==> config.mk <==
export PLATFORM = sky130hd
export DESIGN_NAME = iccm_stream_loader
export DESIGN_NICKNAME = d
export VERILOG_FILES = /design/src/rtl/iccm_stream_loader.sv
export SDC_FILE = /design/constraint.sdc
export NUM_CORES = 1
export LEC_CHECK = 0
export CAP_MARGIN = 20
export CORE_MARGIN = 8
export CORE_UTILIZATION = 42
export CTS_BUF_LIST = sky130_fd_sc_hd__clkbuf_4 sky130_fd_sc_hd__clkbuf_8
export CTS_CLUSTER_SIZE = 30
export DETAILED_ROUTE_END_ITERATION = 16
export GPL_ROUTABILITY_DRIVEN = 0
export PLACE_DENSITY = 0.64
export SYNTH_ARGS = -nofsm -noshare
export SYNTH_HDL_FRONTEND = slang
export SYNTH_SLANG_ARGS = --single-unit
export TNS_END_PERCENT = 5
==> constraint.sdc <==
create_clock -name clk_i -period 2.15 [get_ports clk_i]
set_input_delay 0.215 -clock clk_i [delete_from_list [all_inputs] [get_ports clk_i]]
set_output_delay 0.215 -clock clk_i [all_outputs]
set_load 0.1 [all_outputs]
==> src/rtl/iccm_stream_loader.sv <==
// Byte-stream to instruction-memory loader: packs UART bytes into DATA_W-bit words,
// writes them at incrementing addresses and releases the core on an end-of-image word.
module iccm_stream_loader #(
  parameter int unsigned DATA_W      = 32,
  parameter int unsigned ADDR_W      = 14,
  parameter int unsigned BASE_ADDR   = 0,
  parameter int unsigned ADDR_STEP   = 1,
  parameter bit          BIG_ENDIAN  = 1'b1,
  parameter logic [31:0] EOF_WORD    = 32'h0000_0FFF,
  parameter int unsigned TIMEOUT_CYC = 0
) (
  input  logic              clk_i,
  input  logic              rst_ni,
  input  logic              rx_dv_i,
  input  logic [7:0]        rx_byte_i,
  input  logic              gnt_i,
  output logic              we_o,
  output logic [ADDR_W-1:0] addr_o,
  output logic [DATA_W-1:0] wdata_o,
  output logic              busy_o,
  output logic [ADDR_W-1:0] word_cnt_o,
  output logic              overflow_o,
  output logic              reset_o
);

  localparam int unsigned NB = DATA_W / 8;
  localparam int unsigned IW = $clog2(NB);
  localparam int unsigned TW = (TIMEOUT_CYC > 1) ? $clog2(TIMEOUT_CYC) : 1;
  localparam logic [DATA_W-1:0] EOF_W   = DATA_W'(EOF_WORD);
  localparam logic [ADDR_W-1:0] CNT_MAX = '1;

  typedef enum logic [1:0] {
    S_IDLE,
    S_COLLECT,
    S_WRITE,
    S_DONE
  } state_e;

  state_e            state_q, state_d;
  logic [IW-1:0]     idx_q, idx_d;
  logic [DATA_W-1:0] buf_q, buf_d;
  logic [DATA_W-1:0] wdata_q, wdata_d;
  logic [ADDR_W-1:0] addr_q, addr_d;
  logic [ADDR_W-1:0] cnt_q, cnt_d;
  logic              ovf_q, ovf_d;
  logic [TW-1:0]     tmo_q, tmo_d;

  logic [IW-1:0]     lane;
  logic [DATA_W-1:0] asm_word;

  // Byte position idx lands in lane NB-1-idx for big-endian packing.
  assign lane = BIG_ENDIAN ? (IW'(NB - 1) - idx_q) : idx_q;

  // Current partial word with the incoming byte merged into its lane.
  for (genvar gi = 0; gi < NB; gi++) begin : g_lane
    assign asm_word[8*gi +: 8] = (lane == IW'(gi)) ? rx_byte_i : buf_q[8*gi +: 8];
  end

  always_comb begin
    state_d = state_q;
    idx_d   = idx_q;
    buf_d   = buf_q;
    wdata_d = wdata_q;
    addr_d  = addr_q;
    cnt_d   = cnt_q;
    ovf_d   = ovf_q;
    tmo_d   = tmo_q;

    unique case (state_q)
      S_IDLE: begin
        if (rx_dv_i) begin
          buf_d   = asm_word;
          idx_d   = IW'(1);
          tmo_d   = '0;
          state_d = S_COLLECT;
        end
      end

      S_COLLECT: begin
        if (rx_dv_i) begin
          buf_d = asm_word;
          tmo_d = '0;
          if (idx_q == IW'(NB - 1)) begin
            idx_d   = '0;
            wdata_d = asm_word;
            state_d = (asm_word == EOF_W) ? S_DONE : S_WRITE;
          end else begin
            idx_d = idx_q + 1'b1;
          end
        end else if (TIMEOUT_CYC != 0) begin
          // The partial word is abandoned; buf_q lanes are overwritten by the next word.
          if (tmo_q == TW'(TIMEOUT_CYC - 1)) begin
            idx_d   = '0;
            tmo_d   = '0;
            state_d = S_IDLE;
          end else begin
            tmo_d = tmo_q + 1'b1;
          end
        end
      end

      S_WRITE: begin
        if (gnt_i) begin
          addr_d  = addr_q + ADDR_W'(ADDR_STEP);
          cnt_d   = (cnt_q == CNT_MAX) ? cnt_q : cnt_q + 1'b1;
          state_d = S_IDLE;
          if (rx_dv_i) begin
            buf_d   = asm_word;
            idx_d   = IW'(1);
            tmo_d   = '0;
            state_d = S_COLLECT;
          end
        end else if (rx_dv_i) begin
          ovf_d = 1'b1;
        end
      end

      S_DONE: ;

      default: state_d = S_IDLE;
    endcase
  end

  always_ff @(posedge clk_i or negedge rst_ni) begin
    if (!rst_ni) begin
      state_q <= S_IDLE;
      idx_q   <= '0;
      buf_q   <= '0;
      wdata_q <= '0;
      addr_q  <= ADDR_W'(BASE_ADDR);
      cnt_q   <= '0;
      ovf_q   <= 1'b0;
      tmo_q   <= '0;
    end else begin
      state_q <= state_d;
      idx_q   <= idx_d;
      buf_q   <= buf_d;
      wdata_q <= wdata_d;
      addr_q  <= addr_d;
      cnt_q   <= cnt_d;
      ovf_q   <= ovf_d;
      tmo_q   <= tmo_d;
    end
  end

  assign we_o       = (state_q == S_WRITE);
  assign reset_o    = (state_q == S_DONE);
  assign busy_o     = (state_q == S_COLLECT) || (state_q == S_WRITE);
  assign addr_o     = addr_q;
  assign wdata_o    = wdata_q;
  assign word_cnt_o = cnt_q;
  assign overflow_o = ovf_q;

endmodule

==> results.md, run 1 <==
- Status: completed
- Slew @ Worst Pin: 0.7601 ns
- Clock Pin Slew Worst Setup and Hold Paths: 0.09 ns
- Die area: 0.01449 mm²
- Initial antenna violation count: 0
- Commonest non-fill, non-tap cell in the layout: buf_4
- Most frequent cells in the layout: 89 x buf_4, 85 x dfrtp_1, 54 x nand2_1
- Unrepaired setup endpoints after global routing: yes
- Max Cap Viol: 0
- Fin crit share: 96.15%
- Yosys top cell by area: dfrtp_1
- Worst-Skew Late Latency: 0.37 ns
- Routed WL per cell: 16.24 µm
- Clk sinks: 97
- Critical Path AT: 2.32 ns
- Largest net degree at the start of global routing: 65
- Antenna diodes: 0
- TritonCTS clock tree: built
- Worst path cell trace: inv_1 -> ha_2 -> nor3_1 -> a21oi_1 -> or4_1 -> o41ai_2
- DR WL met2: 5016 µm
- NumNets Final: 520
- Slew Limit Fails: 0
- IO Pins: 76
- Setup TNS: 0 ns
- H-tree depth: 3
- CTS root buf: clkbuf_8
- Seq/Total Area, Yosys: 53.06%
- Synth Register Bits: 97
- Die H: 120.4 µm
- Vias: 3292
- Required time of the critical path: 2.41 ns
- Hold Path Class: input port to asynchronous set/reset pin
- Max_slew headroom: 48.90%
- Mapped Nets: 428
- Capturing element type of the critical path: flop
- Vias in the first global route: 3409
- Total track usage: 14.86%
- Layout fillers: 1001
- DRT Wirelength: 10440 µm
- First-pass GRT wire length: 17150 µm
- Vias per Instance: 5.120
- Rows: 38
- Longest Clk Path Bufs: 2
- Type of origin of the critical path: flop
- Post-synth ARST share: 100.0%
- Largest cells by area after synthesis: dfrtp_1 53%, mux2_2 8.6%, mux2i_1 7.7%
- Mapped Area: 0.004574 mm²
- Iteration-0 DRC count of the detailed router: 121
- TritonCTS buffer count: 9
- Met1 wire length: 4801 µm
- Post-synthesis instance total: 406
- Avg Cell Area, Syn: 11.27 µm²
- Top-area cell type share of the netlist area: 53.06%
- DR DRC count: 0
- Initial Util: 42.57%
- Core ar.: 0.01075 mm²
- Worst hold slack: 0.2673 ns
- Crit Path Max Fanout: 12
- Fmax: 0.4837 GHz
- Max stage delay on crit path: 0.54 ns
- Final setup vio count: 0
- Layout area overhead: 25.33%
- Worst Clk Skew: 0.007501 ns
- DRT Pass-1 Iters: 4
- Final min period: 2.067 ns
- Number of flops mapped to enable cells by yosys: 0
- Post-DRT Antenna Nets: 0
- Fraction of layout cells with a size suffix above 1: 33.20%
- Die W: 120.4 µm
- WL met3: 403 µm
- DR top layer: met4
- Port bufs: 75
- Grt ovf: 0
- Post-DP HPWL: 7714 µm
- Setup bufs post-CTS: 0
- Slowest CP cell: or4_1
- Distinct cells, synth: 40
- Worst setup path class: flop to flop
- Synth warn: 0
- Final Hold Violating Endpoints: 0
- Top FF cell, synth: dfrtp_1
Yosys cell counts (all sizes together), types with 2 or more instances:
cell type / number
dfrtp: 97
nand2: 54
mux2: 35
mux2i: 35
o21ai: 35
clkbuf: 15
xnor2: 13
xor2: 12
ha: 10
inv: 10
buf: 8
nand3: 8
nand4: 8
nor3: 8
nor4: 8
a21oi: 7
and3: 7
nor2: 5
a211oi: 4
or4: 4
a31oi: 3
nor2b: 3
a32oi: 2
o21bai: 2
or2: 2
critical path, delay by kind of cell (launching register included):
kind | cells | cell delay, ns
AND/OR/NAND/NOR | 2 | 0.79
flip-flops | 1 | 0.42
AO/OA/AOI/OAI | 2 | 0.39
adder cells (fa/ha/maj) | 1 | 0.28
buffers and inverters | 1 | 0.08
logic make-up (layout without fill, tap and decap cells):
family | count (synthesis) | in the layout | synth area share [%]
simple gates | 111 | 111 | 12.01
flops | 97 | 97 | 53.06
mux | 70 | 70 | 16.27
compound gates | 60 | 60 | 7.796
buf+inv | 33 | 130 | 3.337
xor+xnor | 25 | 25 | 4.787
fa+ha+maj | 10 | 10 | 2.735
layout make-up:
cell class | count | area, µm² | share of cell area (%)
multi-input combinational | 276 | 2033 | 35.46
inverter | 10 | 37.54 | 0.6547
clock buffer | 14 | 173.9 | 3.034
tap | 140 | 175.2 | 3.055
clock inverter | 2 | 12.51 | 0.2182
sequential | 97 | 2442 | 42.60
timing repair buffer | 104 | 858.3 | 14.97
per-stage QoR:
step	instances	setup WS, ns	instance area, µm²	util, %
CTS	643	0.01602	5718	53.21
finish	643	0.08278	5733	53.35
global placement	626	-0.1472	5510	51.28
detailed placement	626	-0.1932	5510	51.28
floorplan	406	-0.01382	4602	-
global route	643	-0.02881	5733	53.35
worst paths after layout:
check,from,to,slack (ns),cells after the start
min in group clk_i,addr_o[13],addr_o[13],0.48,1
setup / recovery,idx_q[0],state_q[0],0.08,6
setup reg to reg,idx_q[0],state_q[0],0.08,6
hold reg to reg,addr_o[13],addr_o[13],0.48,1
hold / removal,rst_ni,buf_q[7],0.27,2
max in group asynchronous,rst_ni,wdata_o[2],1.29,3
repair_timing:
item | in CTS | in global routing
endpoints found under the setup margin | 33 | 24
resized for setup | 3 | 4
hold endpoints to repair | 14 | 0
cloned | 0 | 0
hold buffers | 1 | 0
registers in the layout, indices dropped and copies added, names as in the netlist:
signal	flops
wdata_o	32
addr_o	14
idx_q	2
overflow_o	1
state_q	2
word_cnt_o	14
buf_q	32
per-layer routing:
metal | vias up | track usage (%)
met5 | - | 0
met4 | 0 | 7.182
met3 | 14 | 3.217
met2 | 52 | 24.07
met1 | 1607 | 18.53
li1 | 1619 | -
Power of run 1 is left out: the tool's default activity adds up to more than one toggle a clock period on the data nets, which glitch-free logic cannot reach.
==> run 2, diff against run 1 <==
==> constraint.sdc (replaced) <==
create_clock -name clk_i -period 2.15 [get_ports clk_i]
set_input_delay 0.43 -clock clk_i [delete_from_list [all_inputs] [get_ports clk_i]]
set_output_delay 0.43 -clock clk_i [all_outputs]
set_load 0.1 [all_outputs]
==> results.md, run 2 (synthesized netlist as in run 1, its figures left out) <==
- Rows: 38 (unchanged)
- Layout area overhead: 27.02%
- Setup WS post-layout: 0.1391 ns (+0.05628 ns)
- CTS root buf: clkbuf_8
- Max_slew headroom: 47.09% (-1.8 points)
- Capturing element type of the critical path: flop
- Final min period: 2.011 ns (-0.05628 ns)
- Initial Util: 42.57% (unchanged)
- Max stage delay on crit path: 0.61 ns (+0.07 ns)
- Routed WL per cell: 16.46 µm (+1.3%)
- Fin crit share: 93.53% (-2.6 points)
- Clock Pin Slew Worst Setup and Hold Paths: 0.10 ns (about the same)
- Required time of the critical path: 2.44 ns (+0.03 ns)
- Worst Clk Skew: 0.01284 ns (+0.005334 ns)
- NumNets Final: 529 (+1.7%)
- Type of origin of the critical path: flop
- Crit path max-delay family: simple AND/OR/NAND/NOR gates
- Final Hold Violating Endpoints: 0 (unchanged)
- Worst setup path class: flop to flop
- Slew @ Worst Pin: 0.7871 ns (+0.02692 ns)
- Pre-CTS setup slack: -0.1653 ns (+0.02796 ns)
- Buf/Inv on CP: 1 (unchanged)
- Die W: 120.4 µm (unchanged)
- Die area: 0.01449 mm² (unchanged)
- Fmax: 0.4973 GHz (+2.8%)
- FF-to-FF Start: state_q[0]
- Vias in the first global route: 3437 (+0.82%)
- TritonCTS clock tree: built
- Fraction of layout cells with a size suffix above 1: 34.77% (+1.6 points)
- Unrepaired setup endpoints after global routing: yes
- Clk sinks: 97 (unchanged)
- Crit Path Max Fanout: 6 (-6)
- Antenna diodes: 0 (unchanged)
- Setup bufs post-CTS: 0 (unchanged)
- Grt ovf: 0 (unchanged)
- DRT Pass-1 Iters: 4 (unchanged)
- Final core occ: 54.08% (+0.72 points)
- Largest net degree at the start of global routing: 65 (unchanged)
- Commonest non-fill, non-tap cell in the layout: buf_4
- Crit path depth: 6 (unchanged)
- Iteration-0 DRC count of the detailed router: 114 (-5.8%)
- Worst R2R Path Depth: 6 (unchanged)
- Die H: 120.4 µm (unchanged)
- Layout fillers: 1002 (+0.10%)
- DRT Wirelength: 10730 µm (+2.8%)
- Status: completed
- Flop-to-flop setup slack: 0.14 ns (+0.06 ns)
- Critical Path AT: 2.30 ns (-0.02 ns)
- Crit path capture: word_cnt_o[13]
- Total track usage: 15.28% (+0.42 points)
- H-tree depth: 3 (unchanged)
- Core ar.: 0.01075 mm² (unchanged)
- DR DRC count: 0 (unchanged)
- Post-DRT Antenna Nets: 0 (unchanged)
- R2R Path End: word_cnt_o[13]
- Max Cap Viol: 0 (unchanged)
- Worst-Skew Late Latency: 0.36 ns (about the same)
- Port bufs: 75 (unchanged)
- Slowest CP cell: or4_1
- Worst path cell trace: inv_1 -> ha_4 -> nand2_1 -> or4_1 -> nor4_2 -> xor2_1
- Critical Path Source: state_q[0]
- Post-DP HPWL: 7838 µm (+1.6%)
- TritonCTS buffer count: 9 (unchanged)
- Initial antenna violation count: 0 (unchanged)
- Final setup vio count: 0 (unchanged)
- Worst hold slack: 0.000003608 ns (-0.2673 ns)
- Slew Limit Fails: 0 (unchanged)
- Most frequent cells in the layout: 99 x buf_4, 86 x dfrtp_1, 50 x nand2_1
- Vias per Instance: 5.072 (-0.93%)
- First-pass GRT wire length: 17820 µm (+3.9%)
- Vias: 3307 (+0.46%)
- Longest Clk Path Bufs: 2 (unchanged)
- Hold Path Class: input port to asynchronous set/reset pin
- IO Pins: 76 (unchanged)
-- run 2: worst min-delay path by stage --
stage,cells after the start,endpoint,start,slack [ns]
floorplan,0,addr_o[0],rst_ni,0.13
global placement,1,word_cnt_o[8],rst_ni,0.41
detailed placement,1,word_cnt_o[8],rst_ni,0.43
CTS,1,word_cnt_o[8],rst_ni,0.007
global route,1,word_cnt_o[8],rst_ni,0.02
finish,1,word_cnt_o[8],rst_ni,0.000004
-- run 2: layout make-up --
class / instances / area, µm² / area share, %
clock buffers: 10 / 137.6 / 2.369
clock inverters: 6 / 66.31 / 1.141
inverters: 10 / 37.54 / 0.6460
multi-input cells: 276 / 2029 / 34.93
flip-flops and latches: 97 / 2441 / 42.01
well taps: 140 / 175.2 / 3.015
repair buffers: 113 / 923.4 / 15.89
-- run 2: per-layer routing --
layer	routed length (µm)	track usage, %	vias to the layer above	share of wire (%)
met5	0	0	-	0
met4	142	6.089	0	1.3
met3	374	3.030	10	3.5
met2	5302	25.08	47	49
met1	4913	19.41	1615	46
li1	-	-	1635	-
-- run 2: timing repair --
action,CTS,global route
resized for setup,0,7
endpoints found under the setup margin,0,34
hold buffers,0,0
-- run 2: through the flow --
step | cells | setup TNS [ns] | area (µm²)
2_1_floorplan | 406 | -0.4496 | 4602
3_5_place_dp | 636 | -0.9660 | 5585
6_report | 652 | 0 | 5811
5_1_grt | 652 | -0.04758 | 5811
4_1_cts | 652 | 0 | 5789
3_3_place_gp | 636 | -0.1680 | 5585
Power of run 2 is left out for the same reason.
